## src/rtl/alu_defs.sv

```systemverilog
// ALU opcode constants shared by the execute stage, plus the divider state encoding.
// Pure definitions; no logic, no latency.
package alu_defs;
   localparam logic [2:0] ALU_ADD  = 3'd0;
   localparam logic [2:0] ALU_SUB  = 3'd1;
   localparam logic [2:0] ALU_XOR  = 3'd2;
   localparam logic [2:0] ALU_SLT  = 3'd3;
   localparam logic [2:0] ALU_AND  = 3'd4;
   localparam logic [2:0] ALU_NAND = 3'd5;
   localparam logic [2:0] ALU_NOR  = 3'd6;
   localparam logic [2:0] ALU_OR   = 3'd7;

   typedef enum logic [2:0] {
      S_IDLE, S_ABS_A, S_ABS_B, S_ITER, S_NEG_Q, S_NEG_R, S_DONE
   } div_state_t;
endpackage

```

## src/rtl/alu.sv

```systemverilog
// Combinational 8-op ALU; zero latency, no flow control.
// carryout is the adder carry for ADD/SUB (1 on SUB means no borrow), else 0.
module ALU
   import alu_defs::*;
#(
   parameter int WIDTH = 32
) (
   input  logic [2:0]       command,
   input  logic [WIDTH-1:0] operandA,
   input  logic [WIDTH-1:0] operandB,
   output logic [WIDTH-1:0] result,
   output logic             carryout
);
   logic             sub;
   logic [WIDTH:0]   sum;
   logic             ovf;
   logic             slt;

   always_comb begin
      sub = (command == ALU_SUB) || (command == ALU_SLT);
      sum = {1'b0, operandA} + {1'b0, (sub ? ~operandB : operandB)} + {{WIDTH{1'b0}}, sub};
      ovf = (operandA[WIDTH-1] ^ operandB[WIDTH-1]) & (operandA[WIDTH-1] ^ sum[WIDTH-1]);
      slt = sum[WIDTH-1] ^ ovf;
      carryout = 1'b0;
      result   = '0;
      case (command)
         ALU_ADD, ALU_SUB: begin
            result   = sum[WIDTH-1:0];
            carryout = sum[WIDTH];
         end
         ALU_XOR:  result = operandA ^ operandB;
         ALU_SLT:  result = {{(WIDTH-1){1'b0}}, slt};
         ALU_AND:  result = operandA & operandB;
         ALU_NAND: result = ~(operandA & operandB);
         ALU_NOR:  result = ~(operandA | operandB);
         default:  result = operandA | operandB;
      endcase
   end
endmodule

```

## src/rtl/mips_divider_unit.sv

```systemverilog
// Standalone divider: mips_divider paired with its own private ALU.
// Same 37-cycle latency and busy/start behaviour as the bare divider.
module mips_divider_unit #(
   parameter int WIDTH = 32
) (
   input  logic             clk,
   input  logic             reset_n,
   input  logic             start,
   input  logic             is_signed,
   input  logic [WIDTH-1:0] dividend,
   input  logic [WIDTH-1:0] divisor,
   output logic             busy,
   output logic             done,
   output logic             div_by_zero,
   output logic [WIDTH-1:0] quotient,
   output logic [WIDTH-1:0] remainder
);
   logic [2:0]       alu_command;
   logic [WIDTH-1:0] alu_operand_a, alu_operand_b, alu_result;
   logic             alu_carryout;

   mips_divider #(.WIDTH(WIDTH)) u_div (
      .clk           (clk),
      .reset_n       (reset_n),
      .start         (start),
      .is_signed     (is_signed),
      .dividend      (dividend),
      .divisor       (divisor),
      .busy          (busy),
      .done          (done),
      .div_by_zero   (div_by_zero),
      .quotient      (quotient),
      .remainder     (remainder),
      .alu_command   (alu_command),
      .alu_operand_a (alu_operand_a),
      .alu_operand_b (alu_operand_b),
      .alu_result    (alu_result),
      .alu_carryout  (alu_carryout)
   );

   ALU #(.WIDTH(WIDTH)) u_alu (
      .command  (alu_command),
      .operandA (alu_operand_a),
      .operandB (alu_operand_b),
      .result   (alu_result),
      .carryout (alu_carryout)
   );
endmodule

```

## src/rtl/mips_divider.sv

```systemverilog
// DIV/DIVU restoring divider driving the shared ALU; fixed 37-cycle start-to-done latency.
// busy stalls the pipeline; start is ignored unless idle or in the done cycle.
module mips_divider
   import alu_defs::*;
#(
   parameter int WIDTH = 32
) (
   input  logic             clk,
   input  logic             reset_n,
   input  logic             start,
   input  logic             is_signed,
   input  logic [WIDTH-1:0] dividend,
   input  logic [WIDTH-1:0] divisor,
   output logic             busy,
   output logic             done,
   output logic             div_by_zero,
   output logic [WIDTH-1:0] quotient,
   output logic [WIDTH-1:0] remainder,
   output logic [2:0]       alu_command,
   output logic [WIDTH-1:0] alu_operand_a,
   output logic [WIDTH-1:0] alu_operand_b,
   input  logic [WIDTH-1:0] alu_result,
   input  logic             alu_carryout
);
   localparam int CNT_W = $clog2(WIDTH);

   div_state_t       state_q;
   logic [CNT_W-1:0] cnt_q;
   logic [WIDTH-1:0] q_q, b_q, rem_q;
   logic [WIDTH-1:0] quotient_q, remainder_q;
   logic             sgn_q, q_neg_q, r_neg_q, dbz_q;
   logic             busy_q, done_q, dbz_out_q;

   logic [WIDTH-1:0] shifted;
   logic             accept;
   logic [WIDTH-1:0] rem_d, q_d;

   // Dividend bits shift out of q_q's top while quotient bits fill from the bottom.
   assign shifted = {rem_q[WIDTH-2:0], q_q[WIDTH-1]};
   assign accept  = rem_q[WIDTH-1] | alu_carryout;
   assign rem_d   = accept ? alu_result : shifted;
   assign q_d     = {q_q[WIDTH-2:0], accept};

   always_comb begin
      alu_command   = ALU_ADD;
      alu_operand_a = '0;
      alu_operand_b = '0;
      case (state_q)
         S_ABS_A: begin
            if (sgn_q && q_q[WIDTH-1]) begin
               alu_command   = ALU_SUB;
               alu_operand_b = q_q;
            end else alu_operand_a = q_q;
         end
         S_ABS_B: begin
            if (sgn_q && b_q[WIDTH-1]) begin
               alu_command   = ALU_SUB;
               alu_operand_b = b_q;
            end else alu_operand_a = b_q;
         end
         S_ITER: begin
            alu_command   = ALU_SUB;
            alu_operand_a = shifted;
            alu_operand_b = b_q;
         end
         S_NEG_Q: begin
            if (q_neg_q) begin
               alu_command   = ALU_SUB;
               alu_operand_b = q_q;
            end else alu_operand_a = q_q;
         end
         S_NEG_R: begin
            if (r_neg_q) begin
               alu_command   = ALU_SUB;
               alu_operand_b = rem_q;
            end else alu_operand_a = rem_q;
         end
         default: ;
      endcase
   end

   always_ff @(posedge clk or negedge reset_n) begin
      if (!reset_n) begin
         state_q     <= S_IDLE;
         cnt_q       <= '0;
         q_q         <= '0;
         b_q         <= '0;
         rem_q       <= '0;
         quotient_q  <= '0;
         remainder_q <= '0;
         sgn_q       <= 1'b0;
         q_neg_q     <= 1'b0;
         r_neg_q     <= 1'b0;
         dbz_q       <= 1'b0;
         busy_q      <= 1'b0;
         done_q      <= 1'b0;
         dbz_out_q   <= 1'b0;
      end else begin
         done_q <= 1'b0;
         case (state_q)
            S_IDLE, S_DONE: begin
               if (start) begin
                  state_q <= S_ABS_A;
                  busy_q  <= 1'b1;
                  q_q     <= dividend;
                  b_q     <= divisor;
                  rem_q   <= '0;
                  sgn_q   <= is_signed;
                  // A zero divisor leaves the all-ones quotient un-negated.
                  q_neg_q <= is_signed & (dividend[WIDTH-1] ^ divisor[WIDTH-1]) & (divisor != '0);
                  r_neg_q <= is_signed & dividend[WIDTH-1];
                  dbz_q   <= (divisor == '0);
               end else begin
                  state_q <= S_IDLE;
               end
            end
            S_ABS_A: begin
               q_q     <= alu_result;
               state_q <= S_ABS_B;
            end
            S_ABS_B: begin
               b_q     <= alu_result;
               cnt_q   <= '0;
               state_q <= S_ITER;
            end
            S_ITER: begin
               rem_q <= rem_d;
               q_q   <= q_d;
               cnt_q <= cnt_q + CNT_W'(1);
               if (cnt_q == CNT_W'(WIDTH-1)) state_q <= S_NEG_Q;
            end
            S_NEG_Q: begin
               q_q     <= alu_result;
               state_q <= S_NEG_R;
            end
            S_NEG_R: begin
               quotient_q  <= q_q;
               remainder_q <= alu_result;
               dbz_out_q   <= dbz_q;
               done_q      <= 1'b1;
               busy_q      <= 1'b0;
               state_q     <= S_DONE;
            end
            default: state_q <= S_IDLE;
         endcase
      end
   end

   assign busy        = busy_q;
   assign done        = done_q;
   assign div_by_zero = dbz_out_q;
   assign quotient    = quotient_q;
   assign remainder   = remainder_q;
endmodule

```

## config.mk

```make
export PLATFORM = sky130hd
export DESIGN_NAME = mips_divider_unit
export DESIGN_NICKNAME = d
export VERILOG_FILES = /design/src/rtl/alu_defs.sv /design/src/rtl/alu.sv /design/src/rtl/mips_divider_unit.sv /design/src/rtl/mips_divider.sv
export SDC_FILE = /design/constraint.sdc
export NUM_CORES = 1
export LEC_CHECK = 0
export ABC_CLOCK_PERIOD_IN_PS = 6400
export CAP_MARGIN = 30
export CORE_UTILIZATION = 40
export DETAILED_ROUTE_END_ITERATION = 12
export GPL_TIMING_DRIVEN = 0
export HOLD_SLACK_MARGIN = 0.06
export PLACE_DENSITY = 0.71
export RECOVER_POWER = 100
export SLEW_MARGIN = 20
export SYNTH_ARGS = -nofsm -noshare
export SYNTH_HDL_FRONTEND = slang
export SYNTH_HIERARCHICAL = 1
export SYNTH_SLANG_ARGS = --single-unit
```

## constraint.sdc

```tcl
create_clock -name clk -period 6.4 [get_ports clk]
set_input_delay 0.96 -clock clk [delete_from_list [all_inputs] [get_ports clk]]
set_output_delay 0.96 -clock clk [all_outputs]
set_load 0.02 [all_outputs]
```

==> impl_metrics.tcl, run 1 <==
set metrics [dict create \
    worstPathRequired_ns 6.78 \
    leakage_nw 7.399 \
    first_iter_violations 1819 \
    cts_buffers 17 \
    h-tree-depth 4 \
    start_kind "flop" \
    rr_startpoint "u_div/state_q[1]$_DFFE_PN0P_" \
    detail-route-antenna-nets 0 \
    cp.arrival_ns 6.60 \
    synth_warnings 6 \
    drive_gt1_frac 0.08866 \
    crit_path_end "u_div/q_q[30]$_DFFE_PN0P_" \
    syn-mean-instance-area_sq_um 8.295 \
    syn_area_sq_um 14700 \
    power_density_nw_per_um2 495.1 \
    worstSetupEndpointType "flop" \
    peakVddDrop_mv 0.2991 \
    final.setup.worst_slack_ns 0.1799 \
    dieArea_sq_um 37520 \
    cp_max_fo 10 \
    coreArea_sq_um 35830 \
    criticalPathCategory "reg -> reg" \
    grt_pass1_vias 14620 \
    drc 0 \
    fillers 3394 \
    synth-edff-count 0 \
    cts_setup_buffers 0 \
    fin_nets 2097 \
    ys_ff_latch 175 \
    fin_crit_sh 0.9719 \
    die_width_microns 193.7 \
    status "finished with violations" \
    synthCells 1772 \
    synth_top_area_share 0.2979 \
    worstReg2RegEnd "u_div/q_q[30]$_DFFE_PN0P_" \
    row_count 69 \
    yosys_most_used_dff "dfrtp_1" \
    ys_seq_area_frac 0.2979 \
    async_flop_share 1.000 \
    cts.path.max_buffers 2 \
    startpoint "u_div/state_q[1]$_DFFE_PN0P_" \
    initial_core_util 0.4103 \
    violations "max-capacitance violations, max-slew violations" \
    synth_top_cell_by_area "dfrtp_1" \
    relSlewSlack -2.370 \
    worst_pin_slew_ns 5.056 \
    grt_antenna_before_repair 0 \
    cap_violations 2 \
    whs_path_depth 2 \
    slew_violations 97 \
    tns_ns 0 \
    die_y_microns 193.7 \
    netlist_top_cells_count "nand2_1, dfrtp_1, ha_1, mux2i_1, nor2_1" \
    rr_worst_depth 25 \
    grt_usage 0.2878 \
    finalCriticalPeriod_ns 6.220 \
    post-place-ws_ns -1.218 \
    slowest_delay_ns 0.43 \
    yosysMostFrequentCell "nand2_1" \
    grt_pass1_wl_microns 84870 \
    tritoncts "done" \
    io_buffers 134 \
    hp-class "reg -> reg" \
    grt_max_degree 91 \
    clock_sinks 175 \
    post_drt_wl_per_cell_microns 22.86 \
    clk_pin_slew_ns 0.07 \
    report.final.setup_viol 0 \
    fin_cells 2401 \
    reg2reg_slack_ns 0.18 \
    cts-root-buf "clkbuf_16" \
    vias 15020 \
    gp_congestion 1.001 \
    first_pass_iters 7 \
    path_common_cell "buf_6" \
    ioPinCount 135 \
    n_antenna_cell 0 \
    drt_wl_total_microns 54880 \
    post-dp-hpwl_microns 42580 \
    synthTopCellsByArea "dfrtp_1, nand2_1, ha_1" \
    finalHoldViolations 0 \
    via_per_inst 6.256 \
    clk-insertion-delay-late_ns 0.44 \
    skew_ns 0.009531 \
    fmax_mhz 160.8 \
    synthDistinctLibCells 76 \
    final_core_util 0.4820 \
    overflow 0 \
    cpMaxStageDelayCell "nor2_2" \
    hold_buffers 0 \
    dp_cells 2370 \
    syn2layout_area_growth_pct 17.49 \
]
cell families after synthesis:
| kind of cell | after synthesis | share of synthesized area |
|---|---|---|
| AOI/OAI and AO/OA | 514 | 0.2458 |
| xor gates and xnor gates | 71 | 0.04231 |
| adders and majority gates | 102 | 0.08733 |
| buffers and inverters | 233 | 0.07499 |
| DFF | 175 | 0.2979 |
| muxes | 133 | 0.09338 |
| other | 1 | 0.0002551 |
| and+or+nand+nor | 543 | 0.1580 |
registers in the layout (all words and copies together), names as in the netlist:
signal,cells
u_div/sgn_q,1
u_div/q_q,32
u_div/div_by_zero,1
u_div/b_q,32
u_div/q_neg_q,1
u_div/rem_q,32
u_div/dbz_q,1
u_div/busy,1
u_div/quotient,32
u_div/r_neg_q,1
u_div/state_q,3
u_div/done,1
u_div/remainder,32
u_div/cnt_q,5
layer usage:
layer / routed length [microns] / vias up / share of wire / global-route usage
met2: 25050 / 913 / 0.46 / 0.4630
met4: 2456 / 0 / 0.045 / 0.1336
met5: 0 / - / 0 / 0
met3: 5072 / 143 / 0.092 / 0.04366
li1: - / 6724 / - / -
met1: 22310 / 7240 / 0.41 / 0.3802
timing repair:
item,in CTS,in global routing
hold endpoints to repair,0,0
pin swaps,0,1
endpoints found under the setup margin,95,51
resized for setup,19,22
worst max-delay path, delay by kind of cell, from the launching register on:
family                     cells  cell delay, ns
muxes                          1            0.19
adders and majority gates      1            0.36
xor gates and xnor gates       2            0.28
AOI/OAI and AO/OA             10            2.28
buffers and inverters          5            1.05
and+or+nand+nor                6            1.59
DFF                            1            0.40
worst min path at each step:
stage | start | to | slack (ns)
floorplan | u_div/dbz_q$_DFFE_PN0P_ | u_div/div_by_zero$_DFFE_PN0N_ | 0.43
global placement | u_div/quotient[8]$_DFFE_PN0N_ | u_div/quotient[8]$_DFFE_PN0N_ | 0.46
detailed placement | u_div/remainder[31]$_DFFE_PN0N_ | u_div/remainder[31]$_DFFE_PN0N_ | 0.46
CTS | u_div/remainder[0]$_DFFE_PN0N_ | u_div/remainder[0]$_DFFE_PN0N_ | 0.48
global route | u_div/remainder[0]$_DFFE_PN0N_ | u_div/remainder[0]$_DFFE_PN0N_ | 0.49
finish | u_div/quotient[29]$_DFFE_PN0N_ | u_div/quotient[29]$_DFFE_PN0N_ | 0.47
cell type report:
cell class / instances / area [sq um] / area share
multi-input combinational: 1365 / 9276 / 0.5371
sequential: 175 / 4379 / 0.2536
timing repair buffer: 136 / 1368 / 0.07919
buffer: 150 / 785.8 / 0.04550
tap: 461 / 576.8 / 0.03340
clock buffer: 23 / 467.9 / 0.02710
inverter: 82 / 309.0 / 0.01789
clock inverter: 9 / 107.6 / 0.006231
through the flow:
stage	power (mW)	area [sq um]	hold slack [ns]
2_1_floorplan	5.531	14700	0.4315
3_3_place_gp	7.157	16620	0.4626
3_5_place_dp	7.273	16670	0.4617
4_1_cts	8.378	17290	0.4764
5_1_grt	9.041	17270	0.4909
6_report	8.550	17270	0.4677
where the power goes:
part	internal (mW)	switching [mW]	leakage [nW]
Combinational	2.04	3.42	4.94
Sequential	1.52	0.535	2.18
Clock	0.596	0.444	0.278
layout by cell type, fill, tap and decap left out, types with 16 or more instances in the layout:
cell type | synthesis | final
a21o_1 | 16 | 16
o21ai_0 | 75 | 71
ha_1 | 101 | 100
clkbuf_1 | 59 | 69
dlygate4sd3_1 | 0 | 69
mux2i_1 | 100 | 100
a21oi_1 | 68 | 63
o21ai_1 | 13 | 17
clkdlybuf4s50_1 | 0 | 64
nand2_1 | 339 | 339
clkbuf_16 | 0 | 17
a22oi_1 | 39 | 38
nor2_1 | 93 | 90
o21a_1 | 37 | 37
dfrtp_1 | 175 | 175
buf_2 | 65 | 56
o211ai_1 | 28 | 28
a222oi_1 | 49 | 49
inv_1 | 79 | 80
a31oi_1 | 43 | 43
mux2_2 | 25 | 25
a221oi_1 | 36 | 36
a211oi_1 | 36 | 36
xnor2_1 | 56 | 56
nand3_1 | 44 | 44
o22ai_1 | 37 | 37
Note: power is estimated with default switching activity, not from simulation.
==> run 2, diff against run 1 <==
--- a/config.mk
+++ b/config.mk
@@ -6,6 +6,8 @@
 export NUM_CORES = 1
 export LEC_CHECK = 0
+export ABC_AREA = 1
 export ABC_CLOCK_PERIOD_IN_PS = 6400
 export CAP_MARGIN = 30
+export CORE_ASPECT_RATIO = 1.25
 export CORE_UTILIZATION = 40
 export DETAILED_ROUTE_END_ITERATION = 12
==> constraint.sdc (replaced) <==
create_clock -name clk -period 6.4 [get_ports clk]
set_input_delay 0.96 -clock clk [delete_from_list [all_inputs] [get_ports clk]]
set_output_delay 0.96 -clock clk [all_outputs]
set_load 0.05 [all_outputs]
==> run 2 against run 1 <==
Net effect: the run still ends with max-capacitance violations, max-slew violations left; largest cell class unchanged; largest power group unchanged; flip-flop and latch count unchanged; count of clock-buffer cells in the layout shrank 3; clock power is 4% higher; combinational power decreased by 6.8%; worst setup slack improved by 0.043 ns; synthesized area increased by 8.6%; critical path type unchanged; synthesized cell count grew 47%; global-route usage grew 3.5 points; routed wire length rose by 20%; cell area increased by 7.2%; critical path depth is 2 lower; sequential share of layout area is 1.7 points lower.
==> impl_metrics.tcl, run 2 <==
set metrics [dict create \
    coreArea_sq_um 39220 \
    final.setup.worst_slack_ns 0.2230 \
    leakage_nw 9.194 \
    post-place-ws_ns 0.5270 \
    worstSetupEndpointType "flop" \
    fillers 4133 \
    yosys_most_used_dff "dfrtp_1" \
    yosysMostFrequentCell "nand2_1" \
    worstPathRequired_ns 6.79 \
    cts_setup_buffers 0 \
    cp_num_buf_inv 5 \
    multi_input_area_sq_um 9821 \
    drt_wl_total_microns 66110 \
    tritoncts "done" \
    drc 0 \
    grt_max_degree 91 \
    grt_usage 0.3227 \
    p_int_mw 3.519 \
    post_drt_wl_per_cell_microns 20.21 \
    cts-root-buf "clkbuf_16" \
    grt_pass1_wl_microns 100400 \
    synth-edff-count 0 \
    fmax_mhz 161.9 \
    grt_antenna_before_repair 1 \
    post-dp-hpwl_microns 53040 \
    synth_top_cell_by_area "dfrtp_1" \
    fin_crit_sh 0.9651 \
    io_buffers 134 \
    relSlewSlack -2.358 \
    slew_violations 91 \
    slowest_delay_ns 0.56 \
    drive_gt1_frac 0.04219 \
    first_pass_iters 6 \
    first_iter_violations 2281 \
    row_count 81 \
    synthTopCellsByArea "dfrtp_1, nand2_1, nor2_1" \
    criticalPathCategory "reg -> reg" \
    grt_pass1_vias 17380 \
    worst_pin_slew_ns 5.036 \
    ioPinCount 135 \
    final_cell_mix "nand2_1, nor2_1, inv_1" \
    dieArea_sq_um 40700 \
    die_y_microns 225.3 \
    ys_ff_latch 175 \
    fin_nets 2930 \
    cp.arrival_ns 6.57 \
    overflow 0 \
    finalCriticalPeriod_ns 6.177 \
    peakVddDrop_mv 0.1967 \
    rsz0062_at_grt "false" \
    power_density_nw_per_um2 443.7 \
    p_switching_mw 4.697 \
    pwr-share-clk 0.132 \
    final_core_util 0.4722 \
    cts_buffers 17 \
    report.final.setup_viol 0 \
    p_seq_frac 0.249 \
    swShare 0.5717 \
    finalHoldViolations 0 \
    synth_warnings 6 \
    cts_resized 0 \
    syn_area_sq_um 15960 \
    vias 18340 \
    start_kind "flop" \
    skew_ns 0.01019 \
    final_common_cell "nand2_1" \
    synthCells 2605 \
    via_per_inst 5.606 \
    hold_buffers 0 \
    cap_violations 1 \
    crit_chain "inv_1 > ha_1 > nand2_1 > clkinv_1 > clkbuf_1 > a21oi_1 > nand2_4 > clkbuf_1 > xor2_1 > ha_1 > nand2_1 > o21ai_1 > nor2_1 > o21ai_1 > nand3_1 > nand2_1 > nand2_1 > a21oi_1 > o21ai_1 > clkbuf_2 > nand2_1 > o21ai_0 > nand2_1" \
    syn2layout_area_growth_pct 16.05 \
    netlist_top_cells_count "nand2_1, nor2_1, inv_1, nand3_1, dfrtp_1" \
    ys_seq_area_frac 0.2744 \
    cts.path.max_buffers 2 \
    synth_top_area_share 0.2744 \
    clk-insertion-delay-late_ns 0.45 \
    cpMaxStageDelayCell "a21oi_1" \
    status "finished with violations" \
    path_common_cell "nand2_1" \
    clk_pin_slew_ns 0.08 \
    die_width_microns 180.7 \
    synthDistinctLibCells 48 \
    crit_family "compound AO/OA/AOI/OAI gates" \
    cp_max_fo 10 \
    hp-class "reg -> reg" \
    regArea_sq_um 4379 \
    h-tree-depth 4 \
    async_flop_share 1.000 \
    clock_sinks 175 \
    n_antenna_cell 0 \
    finalPower_mw 8.216 \
    p_comb_frac 0.619 \
    initial_core_util 0.4069 \
    gp_congestion 0.9995 \
    detail-route-antenna-nets 0 \
    syn-mean-instance-area_sq_um 6.126 \
    violations "max-capacitance violations, max-slew violations" \
]
[run 2: cell types whose count changed after synthesis, moves of 40 or more]
cell and change:
nand4_1 +40, nand3_1 +205, o21ai_0 +73, mux2i_1 -100, xnor2_1 -55, nand2_1 +464
nor2_1 +269, inv_1 +195, a31oi_1 -43, a222oi_1 -49
[run 2: worst paths after layout]
kind | from | cells after the start | slack (ns) | endpoint
setup / recovery | u_div/state_q[1]$_DFFE_PN0P_ | 23 | 0.22 | u_div/rem_q[12]$_DFFE_PN0P_
hold / removal | u_div/quotient[26]$_DFFE_PN0N_ | 2 | 0.48 | u_div/quotient[26]$_DFFE_PN0N_
min in group asynchronous | reset_n | 1 | 2.31 | u_div/quotient[18]$_DFFE_PN0N_
max in group asynchronous | reset_n | 1 | 1.22 | u_div/quotient[31]$_DFFE_PN0N_
hold reg to reg | u_div/quotient[26]$_DFFE_PN0N_ | 2 | 0.48 | u_div/quotient[26]$_DFFE_PN0N_
setup reg to reg | u_div/state_q[1]$_DFFE_PN0P_ | 23 | 0.22 | u_div/rem_q[12]$_DFFE_PN0P_
[run 2: cell type report]
class | count | share of cell area
Timing Repair Buffer | 135 | 0.07358
Buffer | 151 | 0.03736
Inverter | 280 | 0.05675
Multi-Input combinational cell | 2000 | 0.5303
Clock inverter | 12 | 0.006689
Clock buffer | 20 | 0.02520
Tap cell | 498 | 0.03365
Sequential cell | 175 | 0.2365
[run 2: worst reg2reg max path, cell delays in order, from the launching register on]
cell and delay [ns]:
dfrtp_1 0.42, inv_1 0.09, ha_1 0.30, nand2_1 0.38, clkinv_1 0.39, clkbuf_1 0.41, a21oi_1 0.56, nand2_4 0.15
clkbuf_1 0.40, xor2_1 0.26, ha_1 0.41, nand2_1 0.12, o21ai_1 0.24, nor2_1 0.11, o21ai_1 0.29, nand3_1 0.17
nand2_1 0.12, nand2_1 0.06, a21oi_1 0.32, o21ai_1 0.29, clkbuf_2 0.29, nand2_1 0.14, o21ai_0 0.09, nand2_1 0.09
[run 2: power groups by stage]
| stage | clock network, mW | logic, mW | registers (mW) |
|---|---|---|---|
| global route | 1.13 | 5.47 | 2.10 |
| finish | 1.08 | 5.09 | 2.05 |
| CTS | 1.10 | 5.04 | 2.04 |
| detailed placement | 0 | 5.03 | 2.04 |
| global placement | 0 | 4.93 | 2.04 |
| floorplan | 0 | 2.64 | 2.58 |
[run 2: metal layers]
layer | wire [microns] | vias up | GRT usage
li1 | - | 8654 | -
met1 | 26740 | 8585 | 0.4059
met2 | 30820 | 938 | 0.5415
met3 | 5348 | 161 | 0.04234
met4 | 3196 | 0 | 0.1643
met5 | 0 | - | 0
[run 2: kinds of logic after synthesis]
group,count (synthesis),share of synthesized area
compound gates,366,0.1310
xor+xnor,33,0.01811
fa+ha+maj,102,0.08045
buf+inv,431,0.1099
flops,175,0.2744
other cells,1,0.0002350
simple gates,1497,0.3858
[run 2: metrics by stage]
step / setup TNS [ns] / std cells / instance area [sq um] / hold slack (ns)
6_report: 0 / 3271 / 18520 / 0.4752
5_1_grt: 0 / 3271 / 18520 / 0.4999
4_1_cts: 0 / 3271 / 18550 / 0.4840
3_5_place_dp: 0 / 3239 / 17960 / 0.4640
3_3_place_gp: -545.25 / 3238 / 17930 / 0.4591
2_1_floorplan: 0 / 2606 / 15960 / 0.4422
